===== config.mk =====
export PLATFORM = sky130hd
export DESIGN_NAME = mem_port_arbiter_flat
export DESIGN_NICKNAME = d
export VERILOG_FILES = /design/src/rtl/mem_port_arbiter_pkg.sv /design/src/rtl/mem_port_arbiter_if.sv /design/src/rtl/mem_port_arbiter_wait_cnt.sv /design/src/rtl/mem_port_arbiter.sv /design/src/flat_wrapper.sv
export SDC_FILE = /design/constraint.sdc
export NUM_CORES = 1
export LEC_CHECK = 0
export BUFFER_PORTS_ARGS = -buffer_cell sky130_fd_sc_hd__clkbuf_2
export CAP_MARGIN = 10
export CELL_PAD_IN_SITES_DETAIL_PLACEMENT = 1
export CELL_PAD_IN_SITES_GLOBAL_PLACEMENT = 1
export CORE_UTILIZATION = 33
export CTS_BUF_LIST = sky130_fd_sc_hd__clkbuf_4
export DETAILED_ROUTE_END_ITERATION = 6
export GPL_TIMING_DRIVEN = 0
export PLACE_DENSITY = 0.76
export SYNTH_ARGS = -nofsm -noshare
export SYNTH_HDL_FRONTEND = slang
export SYNTH_SLANG_ARGS = --single-unit

===== constraint.sdc =====
create_clock -name clk -period 2.05 [get_ports clk]
set_input_delay 0.1025 -clock clk [delete_from_list [all_inputs] [get_ports clk]]
set_output_delay 0.1025 -clock clk [all_outputs]
set_load 0.01 [all_outputs]

===== src/rtl/mem_port_arbiter_pkg.sv =====
// ---------------------------------------------------------------------------
// mem_arb_pkg
//   Shared types and constants for the unified-memory port arbiter.
//   - arb_state_e : arbiter FSM states (IDLE / FETCH / DATA)
//   - req_sel_e   : which requester wins a grant slot
//   - DEFAULT_WAIT: default access length for fetches and data with wait==0
//   - access_len(): resolves the decoder-supplied wait field to a length
// ---------------------------------------------------------------------------
package mem_arb_pkg;

  typedef enum logic [1:0] {
    ARB_IDLE  = 2'd0,
    ARB_FETCH = 2'd1,
    ARB_DATA  = 2'd2
  } arb_state_e;

  typedef enum logic [1:0] {
    SEL_NONE = 2'd0,
    SEL_IF   = 2'd1,
    SEL_DM   = 2'd2
  } req_sel_e;

  localparam int DEFAULT_WAIT = 2;
  localparam int CNT_W        = 4;

  // A zero wait field from decode means "use the default access length".
  function automatic logic [CNT_W-1:0] access_len(input logic [CNT_W-1:0] dm_wait,
                                                  input logic [CNT_W-1:0] dflt);
    return (dm_wait == '0) ? dflt : dm_wait;
  endfunction

endpackage


===== src/rtl/mem_port_arbiter_if.sv =====
// ---------------------------------------------------------------------------
// mem_port_arbiter_if
//   Bundles the fetch port, the data port and the memory-side bus of the
//   arbiter. Signal names keep the i_/o_ direction as seen by the arbiter.
//   modport slave  : the arbiter (consumes i_*, drives o_*)
//   modport master : the surrounding pipeline + memory (drives i_*)
// ---------------------------------------------------------------------------
interface mem_port_arbiter_if #(
  parameter int ADDR_W = 16,
  parameter int DATA_W = 16
);
  // instruction fetch port
  logic              i_if_req;
  logic [ADDR_W-1:0] i_if_addr;
  logic              o_if_ack;
  logic [DATA_W-1:0] o_if_rdata;
  // data (LDR/STR) port
  logic              i_dm_req;
  logic              i_dm_we;
  logic [3:0]        i_dm_wait;
  logic [ADDR_W-1:0] i_dm_addr;
  logic [DATA_W-1:0] i_dm_wdata;
  logic              o_dm_ack;
  logic [DATA_W-1:0] o_dm_rdata;
  // pipeline stall
  logic              o_stall;
  // memory bus
  logic              o_mem_en;
  logic              o_mem_we;
  logic [ADDR_W-1:0] o_mem_addr;
  logic [DATA_W-1:0] o_mem_wdata;
  logic [DATA_W-1:0] i_mem_rdata;

  modport slave (
    input  i_if_req, i_if_addr, i_dm_req, i_dm_we, i_dm_wait, i_dm_addr,
           i_dm_wdata, i_mem_rdata,
    output o_if_ack, o_if_rdata, o_dm_ack, o_dm_rdata, o_stall,
           o_mem_en, o_mem_we, o_mem_addr, o_mem_wdata
  );

  modport master (
    output i_if_req, i_if_addr, i_dm_req, i_dm_we, i_dm_wait, i_dm_addr,
           i_dm_wdata, i_mem_rdata,
    input  o_if_ack, o_if_rdata, o_dm_ack, o_dm_rdata, o_stall,
           o_mem_en, o_mem_we, o_mem_addr, o_mem_wdata
  );

endinterface


===== src/rtl/mem_port_arbiter_wait_cnt.sv =====
// ---------------------------------------------------------------------------
// mem_arb_wait_cnt
//   Access-length down-counter. Loaded with N at grant, counts down each
//   cycle and stops at zero (no wrap). last is high while the count is 1,
//   i.e. on the final cycle of the access.
//   clk      : clock
//   rst      : asynchronous active-low reset
//   load     : load load_val this edge (takes priority over counting)
//   load_val : access length N (1..15)
//   last     : final cycle of the current access
// ---------------------------------------------------------------------------
module mem_arb_wait_cnt
  import mem_arb_pkg::*;
(
  input  logic             clk,
  input  logic             rst,
  input  logic             load,
  input  logic [CNT_W-1:0] load_val,
  output logic             last
);

  logic [CNT_W-1:0] cnt_q, cnt_d;

  always_comb begin
    cnt_d = cnt_q;
    if (load) begin
      cnt_d = load_val;
    end else if (cnt_q != '0) begin
      cnt_d = cnt_q - 1'b1;
    end
  end

  always_ff @(posedge clk or negedge rst) begin
    if (!rst) begin
      cnt_q <= '0;
    end else begin
      cnt_q <= cnt_d;
    end
  end

  assign last = (cnt_q == {{(CNT_W-1){1'b0}}, 1'b1});

endmodule


===== src/rtl/mem_port_arbiter.sv =====
// ---------------------------------------------------------------------------
// mem_port_arbiter
//   Shares the single-port unified memory between instruction fetch and the
//   LDR/STR data path. One requester is granted at a time; the memory bus is
//   latched at grant and held for N cycles, the ack pulses on the last cycle
//   and read data is captured at the edge that closes that cycle. A new
//   grant is taken on that same edge, so back-to-back accesses have no gap.
//   Ports (all inside bus, modport slave, except clk/rst):
//     clk, rst                 clock, asynchronous active-low reset
//     i_if_req/addr, o_if_ack/rdata            fetch port
//     i_dm_req/we/wait/addr/wdata, o_dm_ack/rdata  data port
//     o_stall                  combinational pipeline stall
//     o_mem_en/we/addr/wdata, i_mem_rdata      memory bus
//   Optional feature: define MEM_ARB_STARVE_GUARD_EN to force a fetch grant
//   after STARVE_LIMIT consecutive data grants made while a fetch waits.
// ---------------------------------------------------------------------------
module mem_port_arbiter
  import mem_arb_pkg::*;
#(
  parameter int ADDR_W      = 16,
  parameter int DATA_W      = 16,
  parameter int WAIT_CYCLES = DEFAULT_WAIT
`ifdef MEM_ARB_STARVE_GUARD_EN
  , parameter int STARVE_LIMIT = 4
`endif
) (
  input  logic             clk,
  input  logic             rst,
  mem_port_arbiter_if.slave bus
);

  localparam logic [1:0]       ST_IDLE  = ARB_IDLE;
  localparam logic [1:0]       ST_FETCH = ARB_FETCH;
  localparam logic [1:0]       ST_DATA  = ARB_DATA;
  localparam logic [CNT_W-1:0] WAIT_N   = CNT_W'(WAIT_CYCLES);

  logic [1:0]        state_q, state_d;
  logic              mem_en_q, mem_en_d;
  logic              mem_we_q, mem_we_d;
  logic [ADDR_W-1:0] mem_addr_q, mem_addr_d;
  logic [DATA_W-1:0] mem_wdata_q, mem_wdata_d;
  logic [DATA_W-1:0] if_rdata_q, if_rdata_d;
  logic [DATA_W-1:0] dm_rdata_q, dm_rdata_d;

  logic              cnt_load;
  logic [CNT_W-1:0]  cnt_val;
  logic              cnt_last;
  logic              grant_slot;
  logic              force_if;
  logic              if_ack, dm_ack;
  req_sel_e          sel;

  mem_arb_wait_cnt u_wait_cnt (
    .clk      (clk),
    .rst      (rst),
    .load     (cnt_load),
    .load_val (cnt_val),
    .last     (cnt_last)
  );

  // Grants are only taken when idle or on the closing cycle of an access.
  assign grant_slot = (state_q == ST_IDLE) || cnt_last;

`ifdef MEM_ARB_STARVE_GUARD_EN
  // Consecutive data grants made while a fetch was waiting.
  logic [2:0] starve_q, starve_d;

  assign force_if = bus.i_if_req && (starve_q >= 3'(STARVE_LIMIT));

  always_comb begin
    starve_d = starve_q;
    if (!bus.i_if_req) begin
      starve_d = '0;
    end else if (grant_slot && (sel == SEL_DM)) begin
      starve_d = (starve_q == 3'd7) ? starve_q : starve_q + 3'd1;
    end else if (grant_slot && (sel == SEL_IF)) begin
      starve_d = '0;
    end
  end

  always_ff @(posedge clk or negedge rst) begin
    if (!rst) begin
      starve_q <= '0;
    end else begin
      starve_q <= starve_d;
    end
  end
`else
  assign force_if = 1'b0;
`endif

  // Data wins unless the starvation guard has tripped.
  always_comb begin
    sel = SEL_NONE;
    if (bus.i_dm_req && !force_if) begin
      sel = SEL_DM;
    end else if (bus.i_if_req) begin
      sel = SEL_IF;
    end
  end

  always_comb begin
    state_d     = state_q;
    mem_en_d    = mem_en_q;
    mem_we_d    = mem_we_q;
    mem_addr_d  = mem_addr_q;
    mem_wdata_d = mem_wdata_q;
    if_rdata_d  = if_rdata_q;
    dm_rdata_d  = dm_rdata_q;
    cnt_load    = 1'b0;
    cnt_val     = WAIT_N;

    if (grant_slot) begin
      // Closing an access: capture read data (stores leave dm rdata alone).
      if (state_q == ST_FETCH) begin
        if_rdata_d = bus.i_mem_rdata;
      end
      if ((state_q == ST_DATA) && !mem_we_q) begin
        dm_rdata_d = bus.i_mem_rdata;
      end

      case (sel)
        SEL_DM: begin
          state_d     = ST_DATA;
          mem_en_d    = 1'b1;
          mem_we_d    = bus.i_dm_we;
          mem_addr_d  = bus.i_dm_addr;
          mem_wdata_d = bus.i_dm_wdata;
          cnt_load    = 1'b1;
          cnt_val     = access_len(bus.i_dm_wait, WAIT_N);
        end
        SEL_IF: begin
          state_d     = ST_FETCH;
          mem_en_d    = 1'b1;
          mem_we_d    = 1'b0;
          mem_addr_d  = bus.i_if_addr;
          mem_wdata_d = '0;
          cnt_load    = 1'b1;
          cnt_val     = WAIT_N;
        end
        default: begin
          state_d     = ST_IDLE;
          mem_en_d    = 1'b0;
          mem_we_d    = 1'b0;
          mem_addr_d  = '0;
          mem_wdata_d = '0;
        end
      endcase
    end
  end

  always_ff @(posedge clk or negedge rst) begin
    if (!rst) begin
      state_q     <= ST_IDLE;
      mem_en_q    <= 1'b0;
      mem_we_q    <= 1'b0;
      mem_addr_q  <= '0;
      mem_wdata_q <= '0;
      if_rdata_q  <= '0;
      dm_rdata_q  <= '0;
    end else begin
      state_q     <= state_d;
      mem_en_q    <= mem_en_d;
      mem_we_q    <= mem_we_d;
      mem_addr_q  <= mem_addr_d;
      mem_wdata_q <= mem_wdata_d;
      if_rdata_q  <= if_rdata_d;
      dm_rdata_q  <= dm_rdata_d;
    end
  end

  assign if_ack = (state_q == ST_FETCH) && cnt_last;
  assign dm_ack = (state_q == ST_DATA) && cnt_last;

  assign bus.o_if_ack    = if_ack;
  assign bus.o_dm_ack    = dm_ack;
  assign bus.o_if_rdata  = if_rdata_q;
  assign bus.o_dm_rdata  = dm_rdata_q;
  assign bus.o_mem_en    = mem_en_q;
  assign bus.o_mem_we    = mem_we_q;
  assign bus.o_mem_addr  = mem_addr_q;
  assign bus.o_mem_wdata = mem_wdata_q;
  // Held low in reset so every output is quiet while rst is asserted.
  assign bus.o_stall     = rst && ((bus.i_dm_req && !dm_ack) || (bus.i_if_req && !if_ack));

endmodule

===== src/flat_wrapper.sv =====
// flat-port wrapper written by rule: the top's interface ports become plain ports
module mem_port_arbiter_flat import mem_arb_pkg::*;
#(
  parameter int ADDR_W      = 16,
  parameter int DATA_W      = 16,
  parameter int WAIT_CYCLES = DEFAULT_WAIT

)
  (clk, rst, bus_i_if_req, bus_i_if_addr, bus_i_dm_req, bus_i_dm_we, bus_i_dm_wait, bus_i_dm_addr, bus_i_dm_wdata, bus_i_mem_rdata, bus_o_if_ack, bus_o_if_rdata, bus_o_dm_ack, bus_o_dm_rdata, bus_o_stall, bus_o_mem_en, bus_o_mem_we, bus_o_mem_addr, bus_o_mem_wdata);
  mem_port_arbiter_if #(.ADDR_W(ADDR_W), .DATA_W(DATA_W)) bus_i ();
  input  logic clk;
  input  logic rst;
  input wire logic [$bits(bus_i.i_if_req)-1:0] bus_i_if_req;
  input wire logic [$bits(bus_i.i_if_addr)-1:0] bus_i_if_addr;
  input wire logic [$bits(bus_i.i_dm_req)-1:0] bus_i_dm_req;
  input wire logic [$bits(bus_i.i_dm_we)-1:0] bus_i_dm_we;
  input wire logic [$bits(bus_i.i_dm_wait)-1:0] bus_i_dm_wait;
  input wire logic [$bits(bus_i.i_dm_addr)-1:0] bus_i_dm_addr;
  input wire logic [$bits(bus_i.i_dm_wdata)-1:0] bus_i_dm_wdata;
  input wire logic [$bits(bus_i.i_mem_rdata)-1:0] bus_i_mem_rdata;
  output wire logic [$bits(bus_i.o_if_ack)-1:0] bus_o_if_ack;
  output wire logic [$bits(bus_i.o_if_rdata)-1:0] bus_o_if_rdata;
  output wire logic [$bits(bus_i.o_dm_ack)-1:0] bus_o_dm_ack;
  output wire logic [$bits(bus_i.o_dm_rdata)-1:0] bus_o_dm_rdata;
  output wire logic [$bits(bus_i.o_stall)-1:0] bus_o_stall;
  output wire logic [$bits(bus_i.o_mem_en)-1:0] bus_o_mem_en;
  output wire logic [$bits(bus_i.o_mem_we)-1:0] bus_o_mem_we;
  output wire logic [$bits(bus_i.o_mem_addr)-1:0] bus_o_mem_addr;
  output wire logic [$bits(bus_i.o_mem_wdata)-1:0] bus_o_mem_wdata;
  assign bus_i.i_if_req = bus_i_if_req;
  assign bus_i.i_if_addr = bus_i_if_addr;
  assign bus_i.i_dm_req = bus_i_dm_req;
  assign bus_i.i_dm_we = bus_i_dm_we;
  assign bus_i.i_dm_wait = bus_i_dm_wait;
  assign bus_i.i_dm_addr = bus_i_dm_addr;
  assign bus_i.i_dm_wdata = bus_i_dm_wdata;
  assign bus_i.i_mem_rdata = bus_i_mem_rdata;
  assign bus_o_if_ack = bus_i.o_if_ack;
  assign bus_o_if_rdata = bus_i.o_if_rdata;
  assign bus_o_dm_ack = bus_i.o_dm_ack;
  assign bus_o_dm_rdata = bus_i.o_dm_rdata;
  assign bus_o_stall = bus_i.o_stall;
  assign bus_o_mem_en = bus_i.o_mem_en;
  assign bus_o_mem_we = bus_i.o_mem_we;
  assign bus_o_mem_addr = bus_i.o_mem_addr;
  assign bus_o_mem_wdata = bus_i.o_mem_wdata;
  mem_port_arbiter #(.ADDR_W(ADDR_W), .DATA_W(DATA_W), .WAIT_CYCLES(WAIT_CYCLES)) u_core (.clk(clk), .rst(rst), .bus(bus_i));
endmodule

After elaboration in Yosys (flattened, before gate mapping):

Index checks and enable logic that the tools add are counted.

* add/subtract/negate cells: 1
* eq/ne operators: 5
* reductions and logical operators: 18
* multiplexer cells: 13

Operators by type and width (count)
* 16-bit case mux with 2 select lines: 1
* 4-bit two-way mux: 5
* 16-bit two-way mux: 1
* 1-bit logical AND: 6
* 2-bit by 1-bit equality test with 1-bit output (second input constant): 2
* 2-bit equality test (second input constant): 2
* 4-bit by 1-bit equality test with 1-bit output (second input constant): 1
* 4-bit zero test: 1
* 1-bit two-way mux: 4
* 2-bit case mux with 2 select lines: 1
* 2-bit AND reduction: 2
* 4-bit nonzero test: 1
* 4-bit by 1-bit subtractor with 4-bit output (second input constant): 1
* 1-bit zero test: 3
* 2-bit zero test: 1
* 1-bit logical OR: 2
* 2-bit two-way mux: 1
* 2-bit nonzero test: 1
* 2-bit OR reduction: 1

* logic and storage cells: 45
* input bits: 73
* bits in registers: 72
* output and inout port bits: 69

Depth between registers and ports, before layout:

Gate-level depths: netlist (run 1).

* depth in word-level cells: 7
* mapped depth: 8
* mapped depth without buffers: 5

By module:

Synthesis (run 1) repeated with hierarchy kept, for this count alone.

* cell total of the unflattened synthesis: 265
* area total of the unflattened synthesis: 3204.3 um^2

By module, submodules not included
* mem_port_arbiter: area an instance 2939.1 um^2, seq. area each 1701.6 um^2, times used 1, cells an instance 241
* mem_arb_wait_cnt: area an instance 265.3 um^2, seq. area each 100.1 um^2, times used 1, cells an instance 24

Worst setup path after synthesis (run 1):

Ideal clock, no wire load.

* kind: reg2reg
* start point: reg u_core.u_wait_cnt.cnt_q[1]
* end point: reg u_core.dm_rdata_q[10] (netlist: u_core.bus.o_dm_rdata[10])
* period minus slack after synthesis: 2.117 ns
* cell stages (with the launch flop): 9
* data arrival time: 1.992 ns
* slack: -0.067 ns
* setup time: 0.125 ns
* data required time: 1.925 ns
* path buffers: 3
* path through: dfrtp_1 inv_1 ha_1 or3b_1 buf_2 or3_1 buf_6 buf_6 mux2_4

* cells in the longest elaborated chain, start to end: 3

RTL lines
* start, declared: RTL line mem_port_arbiter_wait_cnt.sv:22 `logic [CNT_W-1:0] cnt_q, cnt_d;`
* start signal, assigned: RTL line mem_port_arbiter_wait_cnt.sv:37 `cnt_q <= cnt_d;`
* 4-bit by 1-bit equality test with 1-bit output: RTL line mem_port_arbiter_wait_cnt.sv:41 `assign last = (cnt_q == {{(CNT_W-1){1'b0}}, 1'b1});`
* 1-bit logical OR: RTL line mem_port_arbiter.sv:62 `assign grant_slot = (state_q == ST_IDLE) || cnt_last;`
* 2-bit AND reduction (no source line)
* end signal, assigned: RTL line mem_port_arbiter.sv:168 `dm_rdata_q <= dm_rdata_d;`
* end, declared: RTL line mem_port_arbiter.sv:43 `logic [DATA_W-1:0] dm_rdata_q, dm_rdata_d;`

No other way between the ends.
A chain may end at the register's enable or synchronous reset.

Worst setup path after layout (run 1):

* start point: reg u_core.u_wait_cnt.cnt_q[1]
* end point: out bus_o_stall

* cells in the longest elaborated chain, start to end: 6
* elaborated cells on any way between the ends: 9
* classes of those cells: eq/ne: 1; reduce/logical: 8

RTL lines
* 4-bit by 1-bit equality test with 1-bit output (*): RTL line mem_port_arbiter_wait_cnt.sv:41
* 1-bit logical AND (on tied branches): RTL line mem_port_arbiter.sv:173, mem_port_arbiter.sv:172
* 1-bit zero test: RTL line mem_port_arbiter.sv:184 `assign bus.o_stall = rst && ((bus.i_dm_req && !dm_ack) || (bus.i_if_req && !if_ack));`
* 1-bit logical AND: RTL line mem_port_arbiter.sv:184
* 1-bit logical OR (*): RTL line mem_port_arbiter.sv:184
* 1-bit logical AND (*): RTL line mem_port_arbiter.sv:184
* end, declared: RTL line flat_wrapper.sv:25 `output wire logic [$bits(bus_i.o_stall)-1:0] bus_o_stall;`

Every way passes the cells marked *; elsewhere a longest branch is shown, timed or not.

==> results of run 1 <==
[power by group through the flow]
stage	clock (mW)	sequential, mW	combinational [mW]
after global placement	0	2.46	2.60
after global routing	1.28	2.59	3.23
after CTS	1.24	2.49	2.95
after floorplan	0	2.74	1.35
after detailed placement	0	2.52	2.71
final	1.19	2.50	2.93
[kinds of logic (layout without fill, tap and decap cells)]
kind of cell / Yosys count / in the layout
flip-flops: 72 / 72
AO/OA/AOI/OAI: 48 / 48
AND/OR/NAND/NOR: 53 / 53
multiplexers: 49 / 49
XOR/XNOR: 3 / 3
adder cells (fa/ha/maj): 3 / 3
buffers and inverters: 21 / 232
[worst max-delay path, delay by kind of cell, from the launching register on]
| kind | cells | cell delay [ns] |
|---|---|---|
| AO/OA/AOI/OAI | 2 | 0.23 |
| buffers and inverters | 3 | 0.38 |
| AND/OR/NAND/NOR | 1 | 0.41 |
| adder cells (fa/ha/maj) | 1 | 0.13 |
| flip-flops | 1 | 0.41 |
[worst min path at each step]
stage                       from                   endpoint  slack (ns)  depth (start not counted)
2_1_floorplan                rst   u_core.bus.o_dm_rdata[0]       -0.19                          0
3_3_place_gp   bus_i_dm_wdata[0]  u_core.bus.o_mem_wdata[0]        0.34                          3
5_1_grt         bus_i_if_addr[5]   u_core.bus.o_mem_addr[5]       0.009                          3
3_5_place_dp                 rst   u_core.bus.o_mem_addr[8]        0.15                          1
6_report        bus_i_if_addr[8]   u_core.bus.o_mem_addr[8]        0.02                          3
4_1_cts        bus_i_if_addr[15]  u_core.bus.o_mem_addr[15]      0.0005                          3
[routing by layer]
| metal | vias to the layer above | GRT usage, % |
|---|---|---|
| met5 | - | 0 |
| met1 | 1374 | 23.5 |
| met3 | 11 | 4.50 |
| met2 | 96 | 38.0 |
| li1 | 1307 | - |
| met4 | 0 | 6.33 |
[cell usage in the layout (no fill, tap or decap), types with 3 or more instances in the layout]
| cell type | synthesis | layout |
|---|---|---|
| clkbuf_2 | 0 | 138 |
| dfrtp_1 | 72 | 71 |
| dlygate4sd3_1 | 0 | 46 |
| mux2_2 | 39 | 38 |
| a22o_1 | 18 | 18 |
| nand2_1 | 18 | 17 |
| nand3_1 | 17 | 17 |
| o21ai_0 | 18 | 17 |
| clkbuf_4 | 0 | 11 |
| mux2_4 | 10 | 11 |
| clkbuf_1 | 11 | 10 |
| buf_6 | 2 | 5 |
| buf_4 | 0 | 5 |
| nor2_1 | 5 | 3 |
| xnor2_1 | 3 | 3 |
| nor3_1 | 3 | 3 |
| bufinv_16 | 0 | 3 |
[sequential cells by signal, indices dropped and copies added, names as in the netlist]
register	flops
u_core.bus.o_if_rdata	16
u_core.bus.o_mem_we	1
u_core.u_wait_cnt.cnt_q	4
u_core.bus.o_mem_en	1
u_core.state_q	2
u_core.bus.o_dm_rdata	16
u_core.bus.o_mem_wdata	16
u_core.bus.o_mem_addr	16
[metrics by stage]
| stage | hold slack (ns) | setup TNS (ns) | area [um^2] | worst slack, ns | utilization, % |
|---|---|---|---|---|---|
| 2_1_floorplan | -0.193 | -0.0207 | 3160 | -0.00207 | - |
| 3_3_place_gp | 0.340 | -3.02 | 4030 | -0.165 | 43.6 |
| 3_5_place_dp | 0.147 | -4.15 | 4050 | -0.220 | 43.8 |
| 4_1_cts | 0.000534 | -2.64 | 4880 | -0.210 | 52.8 |
| 5_1_grt | 0.00892 | -0.399 | 4880 | -0.107 | 52.8 |
| 6_report | 0.0182 | -0.0428 | 4880 | -0.0262 | 52.8 |
[repair_timing]
| action | CTS | global route |
|---|---|---|
| gates cloned | 2 | 0 |
| endpoints found under the setup margin | 40 | 46 |
| hold buffers | 46 | 0 |
| pin swaps | 3 | 2 |
| resized for setup | 23 | 10 |
| buffers inserted | 7 | 1 |
| endpoints found under the hold margin | 97 | 0 |
[final cells by class]
| type | count | area (um^2) | area share, % |
|---|---|---|---|
| plain buffers | 14 | 87.6 | 1.79 |
| clock buffers | 9 | 67.6 | 1.38 |
| clock inverters | 7 | 128 | 2.61 |
| inverters | 4 | 15.0 | 0.308 |
| multi-input cells | 156 | 1290 | 26.5 |
| flip-flops and latches | 72 | 1800 | 36.9 |
| well taps | 129 | 161 | 3.31 |
| repair buffers | 198 | 1330 | 27.1 |
==> results.ini, run 1 <==
[pwr]
combPwrFrac_pct=44.3
switching_power_mw=2.39
p_per_area_mw_per_mm2=1360
finalPower_mw=6.63
internal_power_mw=4.23
p_clk_share_pct=18.0
ir_drop_mv=0.597
p_leak_nw=2.43
pwr-share-seq_pct=37.7
switching_share_pct=36.1

[synth]
ys.flop_type=dfrtp_1
synthCells=249
avgSynthCellArea_um2=12.6
synth_top_family_by_area=multiplexers
yosys-top-cells-area=dfrtp_1, mux2_2, a22o_1
muxShareOfSynthArea_pct=18.8
yosysTopAreaCell=dfrtp_1
ys_ff_latch=72
synth-adder-area-share_pct=1.20
synth-edff-count=0
ys_top_cells_by_count=dfrtp_1, mux2_2, a22o_1, nand2_1, o21ai_0
yosysSeqAreaShare_pct=57.4
netlist_area_mm2=0.00314
yosysWarningCount=0
synth.distinct_cells=29
synthSimpleGateAreaFrac_pct=8.13
syn-num-nets=325
synthXorXnorAreaFrac_pct=0.837
synth_compound_area_share_pct=10.5
netlist.area_leader.share_pct=57.4
postSynth.asyncResetShare_pct=100
synth_most_common_cell=dfrtp_1

[worst_setup_path]
cp.required_ns=1.95
rrSetupSlack_ns=-0.01
critPathLaunchType=flop
slowest_delay_ns=0.41
cp_cell_sequence=inv_2 > ha_4 > or3b_4 > buf_6 > o21ai_1 > a21oi_2 > buf_2
critPathMaxFanout=5
crit_end=bus_o_stall
critical_path_class=reg -> out
slowest_stage=dfrtp_1
reg2reg_to=u_core.bus.o_dm_rdata[6]
r2r-start=u_core.u_wait_cnt.cnt_q[1]
r2r_cells=7
setup.worst_path.end_class=output pin
crit_start=u_core.u_wait_cnt.cnt_q[1]
arrival_ns=1.97

[global_routing]
first_global_vias=3048
grt-ovfl-total=0
antenna_found_initial=0
grt_start_max_net_pins=39
grt_usage_pct=20.5
grt_pass1_wl_um=15600

[clocking]
clkTransAtPathRegs_ns=0.13
numCtsBuffers=9
ctsHtreeMaxLevel=3
cts_root_buf=clkbuf_4
insertion_delay_ns=0.43
cts_tree=built
clockBufferDepth=2
clock_sinks=72

[floorplanning]
num_rows=35
die_area_mm2=0.00991
die_w_um=99.5
die_h_um=99.5
design.core.area_mm2=0.00924
initial_core_util_pct=34.0
ios=142

[finish]
area_growth_pct=55.5
final_nets=531
instances_no_fill=589
fill_cells=1036
drive_gt1_share_pct=50.9
antenna_cells_inserted=0

[timing]
finalCriticalPeriod_ns=2.08
final.setup.worst_slack_ns=-0.0262
fmax_ghz=0.482
tightest_slew_ns=0.540
maxSlewViolCount=0
hold_viol=0
setup_viol=3
final.period_utilization_pct=101
rsz0062_at_grt=true
finClkSkew_ns=0.0202
max-slew-margin-rel_pct=64.0

[worst_hold_path]
worstHoldPathType=in -> reg

[placement]
dp_cells=520
gp_congestion=0.688
dp_hpwl_um=6340
port_buffers=141

[routing]
drt_iter0_drc=59
drcViolationCount=0
wl_per_cell_um=16.1
drt_pre_antenna_iters=4
vias=2788
top_layer=met4
wl_met1_um=3840
route.met3.wl_um=476
wl_um=9500
vias_per_cell=4.73
antenna_violating_nets_post_route=0
dr_wl_met2_um=5060

[outcome]
violations=setup timing
outcome=finished with violations

[flow_run]
cap_violations=0

(Power assumes the default switching activity.)
==> run 2: changes to the inputs <==
--- a/config.mk
+++ b/config.mk
@@ -9,11 +9,13 @@
 export CAP_MARGIN = 10
 export CELL_PAD_IN_SITES_DETAIL_PLACEMENT = 1
 export CELL_PAD_IN_SITES_GLOBAL_PLACEMENT = 1
+export CORE_ASPECT_RATIO = 1.5
 export CORE_UTILIZATION = 33
 export CTS_BUF_LIST = sky130_fd_sc_hd__clkbuf_4
 export DETAILED_ROUTE_END_ITERATION = 6
 export GPL_TIMING_DRIVEN = 0
-export PLACE_DENSITY = 0.76
+export PLACE_DENSITY = 0.75
 export SYNTH_ARGS = -nofsm -noshare
 export SYNTH_HDL_FRONTEND = slang
+export SYNTH_HIERARCHICAL = 1
 export SYNTH_SLANG_ARGS = --single-unit
==> run 2 against run 1 <==
Via count rose by 7.3%; count of clock-buffer cells in the layout rose by 1; the flow now finishes without violations; area after synthesis rose by 2.1%; worst setup slack improved by 0.069 ns; cell area rose by 4.4%.
==> results.ini, run 2 <==
[synth]
synthCells=265
netlist_area_mm2=0.00320
ys_top_cells_by_count=dfrtp_1, nand2_1, nor2_1
avgSynthCellArea_um2=12.1
synthSimpleGateAreaFrac_pct=16.2
yosys-top-cells-area=dfrtp_1, mux2_2, a221oi_2
synthXorXnorAreaFrac_pct=0.547
synth_compound_area_share_pct=8.51
netlist.area_leader.share_pct=56.2
synth-adder-area-share_pct=1.17
yosysTopAreaCell=dfrtp_1
yosysWarningCount=6
postSynth.asyncResetShare_pct=100
synth-edff-count=0
synth_top_family_by_area=simple AND/OR/NAND/NOR gates
syn-num-nets=341
muxShareOfSynthArea_pct=13.1
ys_ff_latch=72
synth_most_common_cell=dfrtp_1
synth.distinct_cells=32
ys.flop_type=dfrtp_1
yosysSeqAreaShare_pct=56.2

[routing]
wl_um=11000
vias=2992
dr_wl_met2_um=6080
vias_per_cell=4.82
wl_met1_um=3980
route.met3.wl_um=533
top_layer=met4
wl_per_cell_um=17.8
antenna_violating_nets_post_route=0
drt_iter0_drc=98
drcViolationCount=0
drt_pre_antenna_iters=4

[timing]
tightest_slew_ns=0.699
setup_viol=0
final.period_utilization_pct=97.9
fmax_ghz=0.498
hold_viol=0
max-slew-margin-rel_pct=53.4
finalCriticalPeriod_ns=2.01
maxSlewViolCount=0
final.setup.worst_slack_ns=0.0427
finClkSkew_ns=0.0279
rsz0062_at_grt=true

[global_routing]
antenna_found_initial=1
grt_pass1_wl_um=16300
grt-ovfl-total=0
grt_usage_pct=22.3
first_global_vias=3229
grt_start_max_net_pins=38

[placement]
port_buffers=141
dp_cells=519
dp_hpwl_um=6600
gp_congestion=0.733
placedInstanceArea_mm2=0.00409
dp_slack_ns=-0.235

[pwr]
p_per_area_mw_per_mm2=1330
switching_power_mw=2.66
combPwrFrac_pct=49.2
p_leak_nw=2.61
internal_power_mw=4.13
ir_drop_mv=0.766
pwr-share-seq_pct=37.4
p_clk_share_pct=13.4
switching_share_pct=39.2

[worst_hold_path]
worstHoldPathType=in -> reg
hold_path.startpoint=bus_i_dm_wait[2]
holdPathStages=4
min_to=u_core/u_wait_cnt/cnt_q[2]

[worst_setup_path]
rrSetupSlack_ns=0.04
critPathMaxFanout=8
arrival_ns=2.35
crit_path_frequent_cell=buf_6
critical_path_class=reg -> reg
r2r_cells=9
slowest_delay_ns=0.39
cp.required_ns=2.39
reg2reg_to=u_core/u_wait_cnt/cnt_q[3]
setup.worst_path.end_class=flop
slowest_stage=dfrtp_1
critPathLaunchType=flop
cp_cell_sequence=inv_2 > ha_4 > nor3b_4 > buf_6 > buf_4 > o21bai_2 > buf_6 > and3_1 > a221o_1
r2r-start=u_core/u_wait_cnt/cnt_q[1]

[clocking]
insertion_delay_ns=0.44
numCtsBuffers=9
clockBufferDepth=2
cts_tree=built
ctsHtreeMaxLevel=3
cts_root_buf=clkbuf_4
clock_sinks=72
clkTransAtPathRegs_ns=0.14

[floorplanning]
design.core.area_mm2=0.00936
die_h_um=123
num_rows=43
die_area_mm2=0.0101
ios=142
initial_core_util_pct=34.2
die_w_um=82.5

[finish]
drive_gt1_share_pct=48.0
fin_util_pct=54.4
finalInstanceArea_mm2=0.00509
mostFrequentLayoutCell=clkbuf_2
instances_no_fill=621
final_cell_mix=clkbuf_2, dfrtp_1, dlygate4sd3_1, nand2_1, nor2_1
area_growth_pct=59.0
final_nets=579

[flow_run]
cap_violations=0

[outcome]
outcome=completed

run 2: changes by cell type in the layout (fill, tap and decap cells not counted), moves of 12 or more:
cell	before	now
nand2_1	17	39
a221oi_2	0	12
dlygate4sd3_1	46	68
o21ai_0	17	2
buf_4	5	17
a22o_1	18	0
nor2_1	3	35
mux2_2	38	23
run 2: cell families (layout without fill, tap and decap cells):
| group | Yosys count | count (layout) |
|---|---|---|
| other | 0 | 1 |
| and+or+nand+nor | 108 | 108 |
| xor gates and xnor gates | 2 | 2 |
| DFF | 72 | 72 |
| adders and majority gates | 3 | 3 |
| AOI/OAI and AO/OA | 24 | 24 |
| buffers and inverters | 22 | 265 |
| muxes | 34 | 34 |
run 2: final cells by class:
type	instances	area [um^2]
Clock inverter	6	60.1
Sequential cell	72	1800
Inverter	5	18.8
Buffer	17	145
Timing Repair Buffer	227	1540
Fill cell	1045	4270
Tap cell	112	140
Antenna cell	1	2.50
Multi-Input combinational cell	171	1310
Clock buffer	10	75.1
run 2: stage by stage:
stage	TNS (ns)	power, mW	hold WS (ns)
2_1_floorplan	0	4.27	-0.193
3_3_place_gp	-0.207	5.29	0.333
3_5_place_dp	-0.400	5.44	0.150
4_1_cts	-0.0477	6.57	0.0319
5_1_grt	-0.0425	7.27	0.0601
6_report	0	6.80	0.0676
run 2: how the worst max path moves through the flow:
stage                                      end  depth (start not counted)                       start  slack [ns]
global placement    u_core/u_wait_cnt/cnt_q[3]                         10  u_core/u_wait_cnt/cnt_q[1]       -0.12
detailed placement  u_core/u_wait_cnt/cnt_q[3]                         10  u_core/u_wait_cnt/cnt_q[1]       -0.23
finish              u_core/u_wait_cnt/cnt_q[3]                          9  u_core/u_wait_cnt/cnt_q[1]        0.04
global route                       bus_o_stall                          8  u_core/u_wait_cnt/cnt_q[1]       -0.03
floorplan           u_core/u_wait_cnt/cnt_q[3]                         10  u_core/u_wait_cnt/cnt_q[1]        0.01
CTS                 u_core/u_wait_cnt/cnt_q[3]                         11  u_core/u_wait_cnt/cnt_q[1]       -0.05
run 2: timing repair:
item	in CTS	in global routing
endpoints found under the setup margin	14	6
hold buffers	68	0
setup buffers	8	9
pin swaps	0	2
endpoints found under the hold margin	102	0
gates resized for setup	6	10
run 2: power groups by stage:
stage	Combinational [mW]	Sequential (mW)	Clock [mW]
after floorplan	1.50	2.78	0
after global placement	2.80	2.49	0
after detailed placement	2.90	2.53	0
after CTS	3.14	2.50	0.935
after global routing	3.64	2.62	1.00
final	3.34	2.54	0.911
run 2: critical path, delay by kind of cell, from the launching register on:
kind / cells / cell delay, ns
fa+ha+maj: 1 / 0.15
flops: 1 / 0.39
simple gates: 2 / 0.32
compound gates: 2 / 0.55
buf+inv: 4 / 0.49
run 2: metal layers:
layer	vias to the layer above	track usage [%]
met5	-	0
met4	0	13.4
met3	33	3.94
met2	112	42.3
met1	1450	21.5
li1	1397	-
